`src/rtl/ps2_host_tx.sv`:
```
// ps2_host_tx: host-to-device PS/2 transmitter. It sends one command byte
// and runs the complete line sequence:
//   1. inhibit the clock;
//   2. request-to-send;
//   3. eleven device-clocked bits (data, parity, stop);
//   4. wait for the device acknowledge and for the bus to go idle.
// The byte ends with a done pulse after an ACK, or an error pulse after a
// NACK or a timeout.
//
// Ports:
//   clk           system clock
//   rst           asynchronous active-low reset
//   tx_start      one-cycle request, accepted only while busy=0
//   tx_data[7:0]  command byte, latched on accept
//   ps2_clk_in    raw PS/2 clock line (asynchronous)
//   ps2_data_in   raw PS/2 data line (asynchronous)
//   ps2_clk_oe    1 = pull PS/2 clock low
//   ps2_data_oe   1 = pull PS/2 data low
//   busy          transaction in progress
//   tx_done       one-cycle pulse: byte acknowledged, bus idle
//   tx_error      one-cycle pulse: NACK or timeout
module ps2_host_tx #(
   parameter int unsigned INHIBIT_CYCLES = 5000,   // must be >= 2
   parameter int unsigned TIMEOUT_CYCLES = 750000
) (
   input  logic       clk,
   input  logic       rst,
   input  logic       tx_start,
   input  logic [7:0] tx_data,
   input  logic       ps2_clk_in,
   input  logic       ps2_data_in,
   output logic       ps2_clk_oe,
   output logic       ps2_data_oe,
   output logic       busy,
   output logic       tx_done,
   output logic       tx_error
);

   localparam int unsigned TMAX = (INHIBIT_CYCLES > TIMEOUT_CYCLES) ? INHIBIT_CYCLES : TIMEOUT_CYCLES;
   localparam int unsigned TW   = $clog2(TMAX + 1);
   localparam logic [TW-1:0] INH_LAST  = TW'(INHIBIT_CYCLES - 1);
   localparam logic [TW-1:0] INH_START = TW'(INHIBIT_CYCLES - 2);
   localparam logic [TW-1:0] TO_LAST   = TW'(TIMEOUT_CYCLES - 1);

   typedef enum logic [2:0] {
      S_IDLE, S_INHIBIT, S_RTS, S_DATA, S_PARITY, S_STOP, S_WAIT_IDLE, S_ERROR
   } state_t;

   state_t        state_q, state_d;
   logic [7:0]    shift_q, shift_d;
   logic          parity_q, parity_d;
   logic [2:0]    bit_cnt_q, bit_cnt_d;
   logic [TW-1:0] timer_q, timer_d;
   logic          clk_oe_q, clk_oe_d;
   logic          data_oe_q, data_oe_d;
   logic          busy_q, busy_d;
   logic          done_q, done_d;
   logic          error_q, error_d;

   logic clk_meta_q, clk_sync_q, clk_prev_q;
   logic data_meta_q, data_sync_q;
   logic fe;
   logic fail;

   // Two-stage synchronizers. The extra clock stage gives the edge detector.
   // They reset to 1 because that is the idle level of the lines.
   always_ff @(posedge clk or negedge rst) begin
      if (!rst) begin
         clk_meta_q  <= 1'b1;
         clk_sync_q  <= 1'b1;
         clk_prev_q  <= 1'b1;
         data_meta_q <= 1'b1;
         data_sync_q <= 1'b1;
      end else begin
         clk_meta_q  <= ps2_clk_in;
         clk_sync_q  <= clk_meta_q;
         clk_prev_q  <= clk_sync_q;
         data_meta_q <= ps2_data_in;
         data_sync_q <= data_meta_q;
      end
   end

   assign fe = clk_prev_q & ~clk_sync_q;

   always_comb begin
      state_d   = state_q;
      shift_d   = shift_q;
      parity_d  = parity_q;
      bit_cnt_d = bit_cnt_q;
      timer_d   = timer_q;
      clk_oe_d  = clk_oe_q;
      data_oe_d = data_oe_q;
      busy_d    = busy_q;
      done_d    = 1'b0;
      error_d   = 1'b0;
      fail      = 1'b0;

      case (state_q)
         // ERROR is the single cycle carrying the error pulse. busy is
         // already low there, so a new request is accepted just as in IDLE.
         S_IDLE, S_ERROR: begin
            state_d   = S_IDLE;
            clk_oe_d  = 1'b0;
            data_oe_d = 1'b0;
            if (tx_start) begin
               shift_d   = tx_data;
               parity_d  = ~^tx_data;
               bit_cnt_d = '0;
               timer_d   = '0;
               clk_oe_d  = 1'b1;
               busy_d    = 1'b1;
               state_d   = S_INHIBIT;
            end
         end
         S_INHIBIT: begin
            timer_d = timer_q + 1'b1;
            // The start bit (data low) appears in the final inhibit cycle.
            if (timer_q == INH_START) data_oe_d = 1'b1;
            if (timer_q == INH_LAST) begin
               clk_oe_d = 1'b0;
               timer_d  = '0;
               state_d  = S_RTS;
            end
         end
         S_RTS: begin
            timer_d = fe ? '0 : timer_q + 1'b1;
            if (fe) begin
               data_oe_d = ~shift_q[0];
               shift_d   = shift_q >> 1;
               bit_cnt_d = '0;
               state_d   = S_DATA;
            end else if (timer_q == TO_LAST) begin
               fail = 1'b1;
            end
         end
         S_DATA: begin
            timer_d = fe ? '0 : timer_q + 1'b1;
            if (fe) begin
               if (bit_cnt_q == 3'd7) begin
                  data_oe_d = ~parity_q;
                  state_d   = S_PARITY;
               end else begin
                  data_oe_d = ~shift_q[0];
                  shift_d   = shift_q >> 1;
                  bit_cnt_d = bit_cnt_q + 3'd1;
               end
            end else if (timer_q == TO_LAST) begin
               fail = 1'b1;
            end
         end
         S_PARITY: begin
            timer_d = fe ? '0 : timer_q + 1'b1;
            if (fe) begin
               data_oe_d = 1'b0;
               state_d   = S_STOP;
            end else if (timer_q == TO_LAST) begin
               fail = 1'b1;
            end
         end
         S_STOP: begin
            timer_d = fe ? '0 : timer_q + 1'b1;
            if (fe) begin
               if (!data_sync_q) state_d = S_WAIT_IDLE;
               else              fail    = 1'b1;
            end else if (timer_q == TO_LAST) begin
               fail = 1'b1;
            end
         end
         S_WAIT_IDLE: begin
            timer_d = fe ? '0 : timer_q + 1'b1;
            if (clk_sync_q && data_sync_q) begin
               done_d  = 1'b1;
               busy_d  = 1'b0;
               state_d = S_IDLE;
            end else if (!fe && timer_q == TO_LAST) begin
               fail = 1'b1;
            end
         end
         default: state_d = S_IDLE;
      endcase

      if (fail) begin
         clk_oe_d  = 1'b0;
         data_oe_d = 1'b0;
         busy_d    = 1'b0;
         error_d   = 1'b1;
         state_d   = S_ERROR;
      end
   end

   always_ff @(posedge clk or negedge rst) begin
      if (!rst) begin
         state_q   <= S_IDLE;
         shift_q   <= '0;
         parity_q  <= 1'b0;
         bit_cnt_q <= '0;
         timer_q   <= '0;
         clk_oe_q  <= 1'b0;
         data_oe_q <= 1'b0;
         busy_q    <= 1'b0;
         done_q    <= 1'b0;
         error_q   <= 1'b0;
      end else begin
         state_q   <= state_d;
         shift_q   <= shift_d;
         parity_q  <= parity_d;
         bit_cnt_q <= bit_cnt_d;
         timer_q   <= timer_d;
         clk_oe_q  <= clk_oe_d;
         data_oe_q <= data_oe_d;
         busy_q    <= busy_d;
         done_q    <= done_d;
         error_q   <= error_d;
      end
   end

   assign ps2_clk_oe  = clk_oe_q;
   assign ps2_data_oe = data_oe_q;
   assign busy        = busy_q;
   assign tx_done     = done_q;
   assign tx_error    = error_q;

endmodule

```
`config.mk`:
```
export PLATFORM = sky130hd
export DESIGN_NAME = ps2_host_tx
export DESIGN_NICKNAME = d
export VERILOG_FILES = /design/src/rtl/ps2_host_tx.sv
export SDC_FILE = /design/constraint.sdc
export NUM_CORES = 1
export LEC_CHECK = 0
export CORE_ASPECT_RATIO = 0.7
export CORE_MARGIN = 2
export CORE_UTILIZATION = 25
export DETAILED_ROUTE_END_ITERATION = 10
export PLACE_DENSITY = 0.36
export RECOVER_POWER = 50
export SLEW_MARGIN = 20
export SYNTH_ARGS = -nofsm -noshare
export SYNTH_HDL_FRONTEND = slang
export SYNTH_SLANG_ARGS = --single-unit
```
`constraint.sdc`:
```
create_clock -name clk -period 2.8 [get_ports clk]
set_clock_uncertainty 0.2 [all_clocks]
set_input_delay 0.56 -clock clk [delete_from_list [all_inputs] [get_ports clk]]
set_output_delay 0.56 -clock clk [all_outputs]
set_load 0.03 [all_outputs]
```
==> flow_summary.json <==
{
  "outcome": "finished clean",
  "pwr-share-clk_pct": 45.9,
  "numPortBuffers": 17,
  "drt-initial-drc-count": 107,
  "num_rows": 31,
  "rsz0062_at_grt": "false",
  "period_share_pct": 84.56,
  "cts_tree": "built",
  "netlist.top_cell.by_area": "dfrtp_1",
  "ctsHoldBuffers": 0,
  "synthMuxAreaShare_pct": 4.940,
  "synth_cell_types": 53,
  "worstSetupStartpoint": "timer_q[0]",
  "clk_latency_ps": 300,
  "clockRootBuffer": "clkbuf_16",
  "final_cell_area_mm2": 0.003236,
  "cts_setup_buffers": 0,
  "drv_cap": 0,
  "postRouteAntennaNets": 0,
  "fin_crit_ps": 2368,
  "cts_max_path_buffers": 2,
  "synthToLayoutAreaGrowth_pct": 19.39,
  "gp_congestion": 0.7555,
  "async_reset_ff_share_pct": 100.0,
  "synth-simple-area-share_pct": 24.28,
  "ys_seq_area_share_pct": 41.78,
  "crit_fanout": 6,
  "internal-power_w": 0.001024,
  "cts.htree.levels": 2,
  "dieArea_mm2": 0.01170,
  "overflow": 0,
  "yosys_warnings": 0,
  "synth_enable_flop_cells": 0,
  "grt_pass1_vias": 2251,
  "worstSetupPathType": "reg2reg",
  "maxSlewHeadroom_pct": 41.22,
  "worst_r2r_path_depth": 6,
  "avgSynthCellArea_um2": 8.886,
  "synth-main-ff-cell": "dfrtp_1",
  "leakage_nw": 1.386,
  "antenna_found_initial": 0,
  "cp-end-kind": "register",
  "grt_pass1_wl_um": 12610,
  "maxSlewViolCount": 0,
  "startpoint_type": "register",
  "drc": 0,
  "cp.arrival_ps": 2350,
  "hold_viol": 0,
  "fin_nets": 348,
  "cts_resized": 0,
  "grt_usage_pct": 14.10,
  "synth_top_family_by_area": "simple AND/OR/NAND/NOR gates",
  "diodes": 0,
  "crit_end": "timer_q[16]",
  "yosys.cell_count.top_type": "nand2_1",
  "cp.required_ps": 2780,
  "initial_core_util_pct": 25.97,
  "numCtsBuffers": 5,
  "die_w_um": 128.4,
  "synth-compound-area-share_pct": 20.45,
  "place_area_mm2": 0.003093,
  "netlist_instances": 305,
  "max_freq_ghz": 0.4223,
  "r2r_slack_ps": 430,
  "dp_hpwl_um": 5755,
  "netlist_top_cells_count": "47 x nand2_1, 40 x dfrtp_1, 26 x a21oi_1",
  "worst_pin_slew_ps": 881.7,
  "seqPwrFrac_pct": 48.9,
  "hold_path_class": "reg2reg",
  "netlist_top_cells_area": "dfrtp_1 37%, nand2_1 6.5%, dfstp_2 4.8%, a21oi_1 4.8%, mux2_2 4.6%",
  "io_pins": 18,
  "r2r_start": "timer_q[0]",
  "p_sw_w": 0.0003246,
  "fillers": 1110,
  "cts_sinks": 45,
  "drive_gt1_share_pct": 14.76,
  "firstDrtPassIters": 4,
  "p_comb_share_pct": 5.2,
  "clkTransAtPathRegs_ps": 70,
  "ir_drop_v": 0.0002119,
  "p_per_area_mw_per_mm2": 416.8,
  "drt_wl_total_um": 7741,
  "synth_xor_xnor_area_share_pct": 2.262,
  "fin_setup_tns_ps": 0,
  "grt_start_max_net_pins": 36,
  "synth_nets": 322,
  "synth_top_area_share_pct": 36.93,
  "routedWlPerCell_um": 16.68,
  "die_h_um": 91.11,
  "synth-seq-cells": 45,
  "synth_fa_ha_area_share_pct": 1.847,
  "setup_viol": 0,
  "route.vias.total": 2327,
  "via_per_inst": 5.015,
  "coreArea_mm2": 0.01043,
  "reg2reg_to": "timer_q[16]",
  "syn_area_mm2": 0.002710,
  "swShare_pct": 24.07
}
-- layer usage --
metal  wire length [um]  vias to the layer above  track usage (%)
met3                371                        7            2.887
met4                 96                        0            4.121
li1                   -                     1172                -
met5                  0                        -                0
met2               2699                       42            16.31
met1               4574                     1106            24.29
-- layout by cell type (no fill, tap or decap), drive strengths merged, types with 5 or more instances in the layout --
master | Yosys | routed
nor4 | 5 | 5
nand2 | 47 | 47
nand3 | 14 | 14
and3 | 8 | 8
and2 | 5 | 5
nor3 | 9 | 9
dfrtp | 40 | 40
nor2 | 17 | 17
dfstp | 5 | 5
mux2 | 11 | 11
clkdlybuf4s50 | 0 | 14
buf | 10 | 17
clkbuf | 6 | 7
o22a | 8 | 8
o21ai | 13 | 13
xnor2 | 7 | 7
nand4 | 9 | 9
a21oi | 26 | 26
inv | 10 | 12
a21boi | 5 | 5
-- state kept, by name, summed over array words and instances, names as in the netlist --
register / cells
bit_cnt_q: 3
data_sync_q: 1
timer_q: 20
busy: 1
parity_q: 1
data_meta_q: 1
ps2_clk_oe: 1
clk_sync_q: 1
clk_meta_q: 1
clk_prev_q: 1
tx_done: 1
ps2_data_oe: 1
tx_error: 1
shift_q: 8
state_q: 3
-- final cells by class --
cell class / instances / area (um2) / share of cell area [%]
clock buffer: 5 / 125.1 / 3.867
tap: 132 / 165.2 / 5.104
inverter: 10 / 37.54 / 1.160
timing repair buffer: 35 / 292.8 / 9.049
multi-input combinational: 234 / 1458 / 45.05
clock inverter: 3 / 25.02 / 0.7734
sequential: 45 / 1132 / 35.00
-- critical path, cell delays in order, from the launching register on --
cell     delay, ps
dfrtp_1        430
ha_1           300
nand3_2        180
or4_4          610
o31ai_2        220
a21oi_1         60
a221o_1        250
-- power by group through the flow --
stage	Combinational, W	Sequential [W]	Clock [W]
final	0.0000698	0.000659	0.000620
after global routing	0.0000793	0.000659	0.000666
after detailed placement	0.0000741	0.000672	0
after floorplan	0.0000287	0.000670	0
after CTS	0.0000744	0.000659	0.000645
after global placement	0.0000751	0.000672	0
-- how the worst min path moves through the flow --
stage	start	end	slack [ps]	depth (start not counted)
after floorplan	rst	bit_cnt_q[0]	60	0
after global placement	clk_meta_q	clk_sync_q	150	0
after detailed placement	clk_meta_q	clk_sync_q	150	0
after CTS	clk_meta_q	clk_sync_q	160	0
after global routing	data_meta_q	data_sync_q	170	0
final	data_meta_q	data_sync_q	160	0
-- stage by stage --
stage | instances | worst slack [ps] | total power [W] | hold slack (ps) | util (%)
after global routing | 464 | 271.3 | 0.001405 | 170.0 | 31.01
after CTS | 464 | 425.8 | 0.001379 | 157.8 | 31.08
after floorplan | 305 | 667.7 | 0.0006992 | 64.41 | -
after global placement | 456 | 309.0 | 0.0007470 | 146.0 | 29.64
final | 464 | 432.3 | 0.001349 | 161.2 | 31.01
after detailed placement | 456 | 272.4 | 0.0007460 | 146.8 | 29.64
-- cell families after synthesis --
group,after synthesis
AOI/OAI and AO/OA,81
xor gates and xnor gates,7
muxes,12
adders and majority gates,4
DFF,45
and+or+nand+nor,130
buffers and inverters,26
(Power assumes the default switching activity.)
